===== config.mk =====
export PLATFORM = sky130hd
export DESIGN_NAME = simple_proc_datapath
export DESIGN_NICKNAME = d
export VERILOG_FILES = /design/src/rtl/simple_proc_datapath.sv
export SDC_FILE = /design/constraint.sdc
export NUM_CORES = 1
export LEC_CHECK = 0
export BUFFER_PORTS_ARGS = -buffer_cell sky130_fd_sc_hd__buf_2
export CAP_MARGIN = 20
export CORE_AREA = 3 3 129 131
export DETAILED_ROUTE_END_ITERATION = 12
export DIE_AREA = 0 0 132 134
export GPL_TIMING_DRIVEN = 0
export PLACE_DENSITY_LB_ADDON = 0.12
export SLEW_MARGIN = 20
export SYNTH_ARGS = -nofsm -noshare
export SYNTH_HDL_FRONTEND = slang
export SYNTH_SLANG_ARGS = --single-unit

===== constraint.sdc =====
create_clock -name clk -period 4.54 [get_ports clk]
set_clock_uncertainty 0.05 [all_clocks]
set_input_delay 0.454 -clock clk [delete_from_list [all_inputs] [get_ports clk]]
set_output_delay 0.454 -clock clk [all_outputs]
set_load 0.05 [all_outputs]

===== src/rtl/simple_proc_datapath.sv =====
// Datapath of the multi-cycle simple processor: PC, instruction latch, register
// file, A/G registers, add/subtract ALU, shared bus and display register.
module simple_proc_datapath #(
   parameter int W   = 8,
   parameter int PCW = 8
) (
   input  logic           clk,
   input  logic           reset,
   input  logic [8:0]     instr_in,
   input  logic [W-1:0]   ext_data,
   input  logic           _Extern,
   input  logic           Gout,
   input  logic           Iout,
   input  logic           RdX,
   input  logic           RdY,
   input  logic           Ain,
   input  logic           Gin,
   input  logic           WrX,
   input  logic           DPin,
   input  logic           add_sub,
   input  logic           pc_en,
   input  logic           ILin,
   output logic [PCW-1:0] pc,
   output logic [2:0]     operation,
   output logic [W-1:0]   disp,
   output logic [W-1:0]   bus
);

   localparam int NREG = 8;
   localparam logic [PCW-1:0] PC_STEP = PCW'(1);

   logic [PCW-1:0] pc_q, pc_d;
   logic [8:0]     ir_q, ir_d;
   logic [W-1:0]   rf_q [NREG];
   logic [W-1:0]   rf_d [NREG];
   logic [W-1:0]   a_q, a_d;
   logic [W-1:0]   g_q, g_d;
   logic [W-1:0]   disp_q, disp_d;

   logic [2:0]     x_s;
   logic [2:0]     y_s;
   logic [W-1:0]   imm_s;
   logic [W-1:0]   bus_s;
   logic [W-1:0]   alu_s;

   assign x_s   = ir_q[5:3];
   assign y_s   = ir_q[2:0];
   assign imm_s = {{(W-3){1'b0}}, ir_q[2:0]};

   // Bus source mux; fixed priority defines the result when selects overlap.
   always_comb begin
      bus_s = {W{1'b0}};
      if (_Extern) begin
         bus_s = ext_data;
      end else if (Gout) begin
         bus_s = g_q;
      end else if (Iout) begin
         bus_s = imm_s;
      end else if (RdX) begin
         bus_s = rf_q[x_s];
      end else if (RdY) begin
         bus_s = rf_q[y_s];
      end else begin
         bus_s = {W{1'b0}};
      end
   end

   // ALU: A op bus, modulo 2^W with carry/borrow dropped.
   always_comb begin
      alu_s = {W{1'b0}};
      if (add_sub) begin
         alu_s = a_q - bus_s;
      end else begin
         alu_s = a_q + bus_s;
      end
   end

   // Next-state for PC, IR and the operand/result/display registers.
   always_comb begin
      pc_d   = pc_q;
      ir_d   = ir_q;
      a_d    = a_q;
      g_d    = g_q;
      disp_d = disp_q;
      if (pc_en) begin
         pc_d = pc_q + PC_STEP;
      end else begin
         pc_d = pc_q;
      end
      if (ILin) begin
         ir_d = instr_in;
      end else begin
         ir_d = ir_q;
      end
      // G samples the pre-edge A, so Ain and Gin together behave as a pipeline.
      if (Ain) begin
         a_d = bus_s;
      end else begin
         a_d = a_q;
      end
      if (Gin) begin
         g_d = alu_s;
      end else begin
         g_d = g_q;
      end
      if (DPin) begin
         disp_d = bus_s;
      end else begin
         disp_d = disp_q;
      end
   end

   // Register file write port; the bus carries the old R[X] on a same-cycle read.
   always_comb begin
      for (int i = 0; i < NREG; i++) begin
         if (WrX && (x_s == 3'(i))) begin
            rf_d[i] = bus_s;
         end else begin
            rf_d[i] = rf_q[i];
         end
      end
   end

   // State registers with asynchronous clear.
   always_ff @(posedge clk or posedge reset) begin
      if (reset) begin
         pc_q   <= {PCW{1'b0}};
         ir_q   <= 9'b0_0000_0000;
         a_q    <= {W{1'b0}};
         g_q    <= {W{1'b0}};
         disp_q <= {W{1'b0}};
         for (int i = 0; i < NREG; i++) begin
            rf_q[i] <= {W{1'b0}};
         end
      end else begin
         pc_q   <= pc_d;
         ir_q   <= ir_d;
         a_q    <= a_d;
         g_q    <= g_d;
         disp_q <= disp_d;
         for (int i = 0; i < NREG; i++) begin
            rf_q[i] <= rf_d[i];
         end
      end
   end

   assign pc        = pc_q;
   assign operation = ir_q[8:6];
   assign disp      = disp_q;
   assign bus       = bus_s;

endmodule


# Word-level counts from Yosys, hierarchy flattened
# Cells that the tools add are included.
[totals]
word_cells = 48
inputBits = 31
ff_bits = 105
out_inout_bits = 27
[classes]
addsub = 3
mux = 12
n_reduce_logical = 9
eq_ne = 7
order_cmp = 2
n_bitwise = 2
[ops]
columns = ["op", "count"]
rows = [
  ["$mux W8", 10],
  ["$bmux W8 S3", 2],
  ["$eq A3 B3 Y1 const B", 4],
  ["$add A8 B1 Y8 const B", 1],
  ["$add A8 B8 Y8", 1],
  ["$ge A4 B4 Y1 const B", 2],
  ["$logic_and A1 B1 Y1", 8],
  ["$not A3 Y4", 2],
  ["$sub A8 B8 Y8", 1],
  ["$eq A3 B2 Y1 const B", 2],
  ["$eq A3 B1 Y1 const B", 1],
  ["$logic_not A3 Y1", 1],
]

# Depth between registers and ports, before layout
[depth]
depth_word = 11
depth_mapped = 17
depth_no_buf = 14

# Worst setup path before layout
# Ideal clock, no wire load.
[synth_path]
path_type = "flip-flop to flip-flop"
start = "register ir_q[0]"
end = "register g_q[7]"
path_buffers = 3
setup_ps = 90
setup_slack_ps = 480
arrival_time_ps = 3920
path_stages_with_launch = 18
required_time_ps = 4400
period_less_slack_ps = 4060
cell_sequence = "dfrtp_1 -> buf_6 -> buf_2 -> mux4_2 -> mux2i_1 -> o221ai_1 -> nand2_1 -> buf_2 -> inv_1 -> mux2i_1 -> ha_1 -> nor2b_1 -> o21ai_0 -> a21oi_1 -> o41ai_1 -> xnor3_1 -> a2111o_1 -> o221ai_1"
[synth_via]
elab_chain_cells = 11
word_cells_on_any_way = 12
cone_classes = "add/sub (2); mux (9); bitwise (1)"
[synth_rtl]
columns = ["element", "line", "rtl"]
rows = [
  ["start, declared", "33", "logic [8:0] ir_q, ir_d;"],
  ["start signal, assigned", "137", "ir_q <= ir_d;"],
  ["$not A3 Y4 (not written as such) (*)", "62", "bus_s = rf_q[y_s];"],
  ["$bmux W8 S3 (*)", "62", ""],
  ["$mux W8 (not written as such) (*) (2 in series)", "62", ""],
  ["$mux W8 (*)", "61", "end else if (RdY) begin"],
  ["$mux W8 (*)", "59", "end else if (RdX) begin"],
  ["$mux W8 (*)", "57", "end else if (Iout) begin"],
  ["$mux W8 (*)", "55", "end else if (Gout) begin"],
  ["$mux W8 (*)", "53", "if (_Extern) begin"],
  ["net bus[1]", "26", "output logic [W-1:0] bus"],
  ["$add A8 B8 Y8 or $sub A8 B8 Y8 (tied branches)", "74, 72", ""],
  ["$mux W8 (*)", "71", "if (add_sub) begin"],
  ["end signal, assigned", "130", "g_q <= {W{1'b0}};"],
  ["end signal, assigned", "139", "g_q <= g_d;"],
  ["end, declared", "37", "logic [W-1:0] g_q, g_d;"],
]
# Mark *: on every way through the listed nets, which the timed path passes. The rest lies on a longest branch. The select of a mux whose other input is x is not followed.
# A chain may end at the register's enable or synchronous reset.

# Worst setup path after layout
[layout_path]
start = "register ir_q[4]"
end = "register g_q[7]"
[layout_via]
elab_chain_cells = 10
word_cells_on_any_way = 11
cone_classes = "add/sub (2); mux (8); bitwise (1)"
[layout_rtl]
columns = ["element", "line", "rtl"]
rows = [
  ["$not A3 Y4 (not written as such) (*)", "60", "bus_s = rf_q[x_s];"],
  ["$bmux W8 S3 (*)", "60", ""],
  ["$mux W8 (not written as such) (*) (2 in series)", "60", ""],
  ["$mux W8 (*)", "59", ""],
  ["$mux W8 (*)", "57", ""],
  ["$mux W8 (*)", "55", ""],
  ["$mux W8 (*)", "53", ""],
  ["$add A8 B8 Y8 or $sub A8 B8 Y8 (tied branches)", "74, 72", ""],
  ["$mux W8 (*)", "71", ""],
]
# Every way passes the cells marked *; elsewhere a longest branch is shown, timed or not. The select of a mux whose other input is x is not followed.

==> metrics.md <==
| Metric | Value |
|---|---|
| Initial antenna violation count | 0 |
| First-pass GRT wire length | 25300 µm |
| Via Count | 4307 |
| Layout Cells excl Fill | 811 |
| Worst Tran Pin Value | 0.655 ns |
| Post-Layout Inst Area | 6530 µm² |
| Ant diodes | 0 |
| GR Util All Layers | 18.6% |
| Min-Delay Path Class | input pin to asynchronous set/reset pin |
| EDFF count, synth | 0 |
| Endpoints failing setup | 0 |
| Syn avg cell area | 10.7 µm² |
| Width of the die | 132 µm |
| Critical Path, Cell by Cell | buf_6 > mux4_2 > nor2_1 > o221ai_1 > nand2_1 > clkbuf_4 > ha_1 > mux2i_2 > ha_1 > nor2b_1 > o21ai_1 > a21oi_1 > o41ai_2 > xnor3_1 > a2111o_1 > o221ai_1 |
| Pleak | 2.90 nW |
| Die Y | 134 µm |
| Fin crit share | 94.8% |
| Status | finished, final reports clean |
| Final Hold Fails | 0 |
| Slew Viols, Final | 0 |
| Routability Congestion | 0.858 |
| FFs w/ async S/R, synth | 100% |
| H-tree levels | 3 |
| VDD IR max | 460 µV |
| Dpl cells | 793 |
| Clk pin slew, worst setup/hold paths | 0.08 ns |
| CP Launch Type | flip-flop |
| Seq/Total Area, Yosys | 47.3% |
| Post-route ant nets | 0 |
| NetSw | 1.32 mW |
| CTS tree | done |
| Worst Setup SP | ir_q[4] |
| Starting Density | 35.3% |
| Slowest CP cell | mux4_2 |
| # DRC | 0 |
| NumNets Final | 631 |
| Initial DRC count | 237 |
| Seq pwr share | 41.5% |
| Num Clock Sinks | 105 |
| Setup TNS | 0 ns |
| CP peak stage delay | 0.51 ns |
| Synth Instances | 521 |
| DP HPWL | 11300 µm |
| Hold buffer count at CTS | 0 |
| Worst Path Max Fanout | 10 |
| Die ar. | 17700 µm² |
| Main synth FF type | dfrtp_1 |
| Critical path capture point type | flip-flop |
| Vias in the first global route | 4479 |
| Max-slew headroom | 56.4% |
| Longest Clk Path Bufs | 2 |
| WL/cell | 19.5 µm |
| Max-Cap Viols | 0 |
| Boundary pin count | 58 |
| Remaining global-route overflow | 0 |
| Netlist Area Pre-Place | 5550 µm² |
| Post-synth top area cell | dfrtp_1 |
| Post-synth top area share | 47.3% |
| Commonest cells post-synth | 105 x dfrtp_1, 91 x nand2_1, 75 x o21ai_0 |
| Share of layout cells above drive strength 1 | 26.2% |
| Min Tclk post-route | 4.31 ns |
| P_int | 2.16 mW |
| 1st-pass router iterations | 5 |
| Clock share of power | 22.8% |
| Worst EP required | 4.77 ns |
| Dpl cell area | 6130 µm² |
| YS warnings | 0 |
| Clock root buffer | clkbuf_16 |
| P per Cell Area | 533 nW/µm² |
| CTS buffer count | 9 |
| Fmax | 232 MHz |
| RR Startpoint | ir_q[4] |
| Comb pwr share | 35.7% |
| PortBufs | 55 |
| Largest net degree at the start of global routing | 55 |
| Layout area overhead | 17.6% |
| Final total power | 3.48 mW |
| Worst Path Arrival | 4.54 ns |
| Top cells by area, synth | dfrtp_1 47%, mux4_2 11%, o21ai_0 6.8%, nand2_1 6.2%, mux2_2 4.7% |
| Average via count per standard cell | 5.31 |
| Switching share of power | 37.9% |
| Clk_lat worst skew | 0.37 ns |
| Most common cell in the netlist | dfrtp_1 |
| Critical path class | flip-flop to flip-flop |
| Core area | 15700 µm² |
| Mapped Nets | 562 |
| Hold_ws | 0.0736 ns |
| Number of synthesized register bits | 105 |
| Wirelength, routed | 15800 µm |
| Yosys cell types | 46 |
| # rows | 46 |
## sequential cells by signal, indices dropped and copies added, names as in the netlist
name and cells:
rf_q 64, disp 8, ir_q 9, g_q 8
a_q 8, pc 8
## worst max-delay path: cells and delay by family, from the launching register on
| family | cells | cell delay, ns |
|---|---|---|
| compound gates | 6 | 1.30 |
| xor+xnor | 1 | 0.33 |
| fa+ha+maj | 2 | 0.53 |
| buf+inv | 2 | 0.41 |
| flops | 1 | 0.44 |
| mux | 2 | 0.73 |
| simple gates | 3 | 0.41 |
## per-stage QoR
step,worst slack (ns),util (%)
3_3_place_gp,-0.372,38.8
6_report,0.234,41.5
4_1_cts,0.0552,40.9
2_1_floorplan,0.480,-
3_5_place_dp,-0.314,39.0
5_1_grt,-0.00592,41.5
## per-layer routing
metal  track usage (%)  part of all wire [%]  vias up
met5                 0                     0        -
met1              24.1                    44     2210
met4              5.60                   2.0        0
met3              4.54                   4.0       27
li1                  -                     -     1973
met2              31.1                    50       97
## power by group through the flow
stage,sequential [mW],clock (mW),combinational [mW]
6_report,1.44,0.792,1.24
5_1_grt,1.49,0.852,1.37
4_1_cts,1.44,0.811,1.22
3_5_place_dp,1.45,0,1.22
3_3_place_gp,1.44,0,1.19
2_1_floorplan,1.54,0,0.804
## logic make-up after synthesis
group           count (synthesis)  share of synthesized area, %
xor+xnor                       18                          3.09
simple gates                  153                          11.6
compound gates                117                          12.3
mux                            65                          19.0
buf+inv                        53                          4.33
fa+ha+maj                      10                          2.39
flops                         105                          47.3
## placed cells by master, fill, tap and decap left out, types with 6 or more instances in the layout
master     synthesis  routed
buf_4              3      10
nand2_1           91      91
nor2_1            32      32
mux2_2            23      23
xnor2_1           13      13
inv_1             14      13
mux4_2            26      26
clkbuf_1          20      19
dfrtp_1          105     102
a21oi_1           21      21
nand3_1            7       7
mux2i_1           13      12
ha_1               9       9
buf_2             12      58
clkbuf_16          0       9
nand2b_1           6       6
o21ai_0           75      74
## timing repair
action                                  in CTS  in global routing
hold endpoints to repair                     0                  0
setup buffers                                0                  4
resized for setup                            4                 21
pin swaps                                    0                  3
cloned                                       0                  0
endpoints found under the setup margin       1                  1
## area by class of cell
type / count / area (µm²)
fill: 1550 / 9190
multi-input combinational: 363 / 2710
sequential: 105 / 2630
timing repair buffer: 60 / 345
tap: 216 / 270
clock buffer: 10 / 239
buffer: 35 / 208
inverter: 16 / 68.8
clock inverter: 6 / 56.3
## final timing paths
path / slack (ns) / cells after the start / end
min reg2reg: 0.43 / 1 / pc[7]
max in group asynchronous: 3.70 / 3 / ir_q[1]
max reg2reg: 0.23 / 16 / g_q[7]
min: 0.07 / 2 / disp[4]
min in group clk: 0.24 / 3 / ir_q[2]
max: 0.23 / 16 / g_q[7]
No activity file was read; power rests on OpenSTA's default activity.
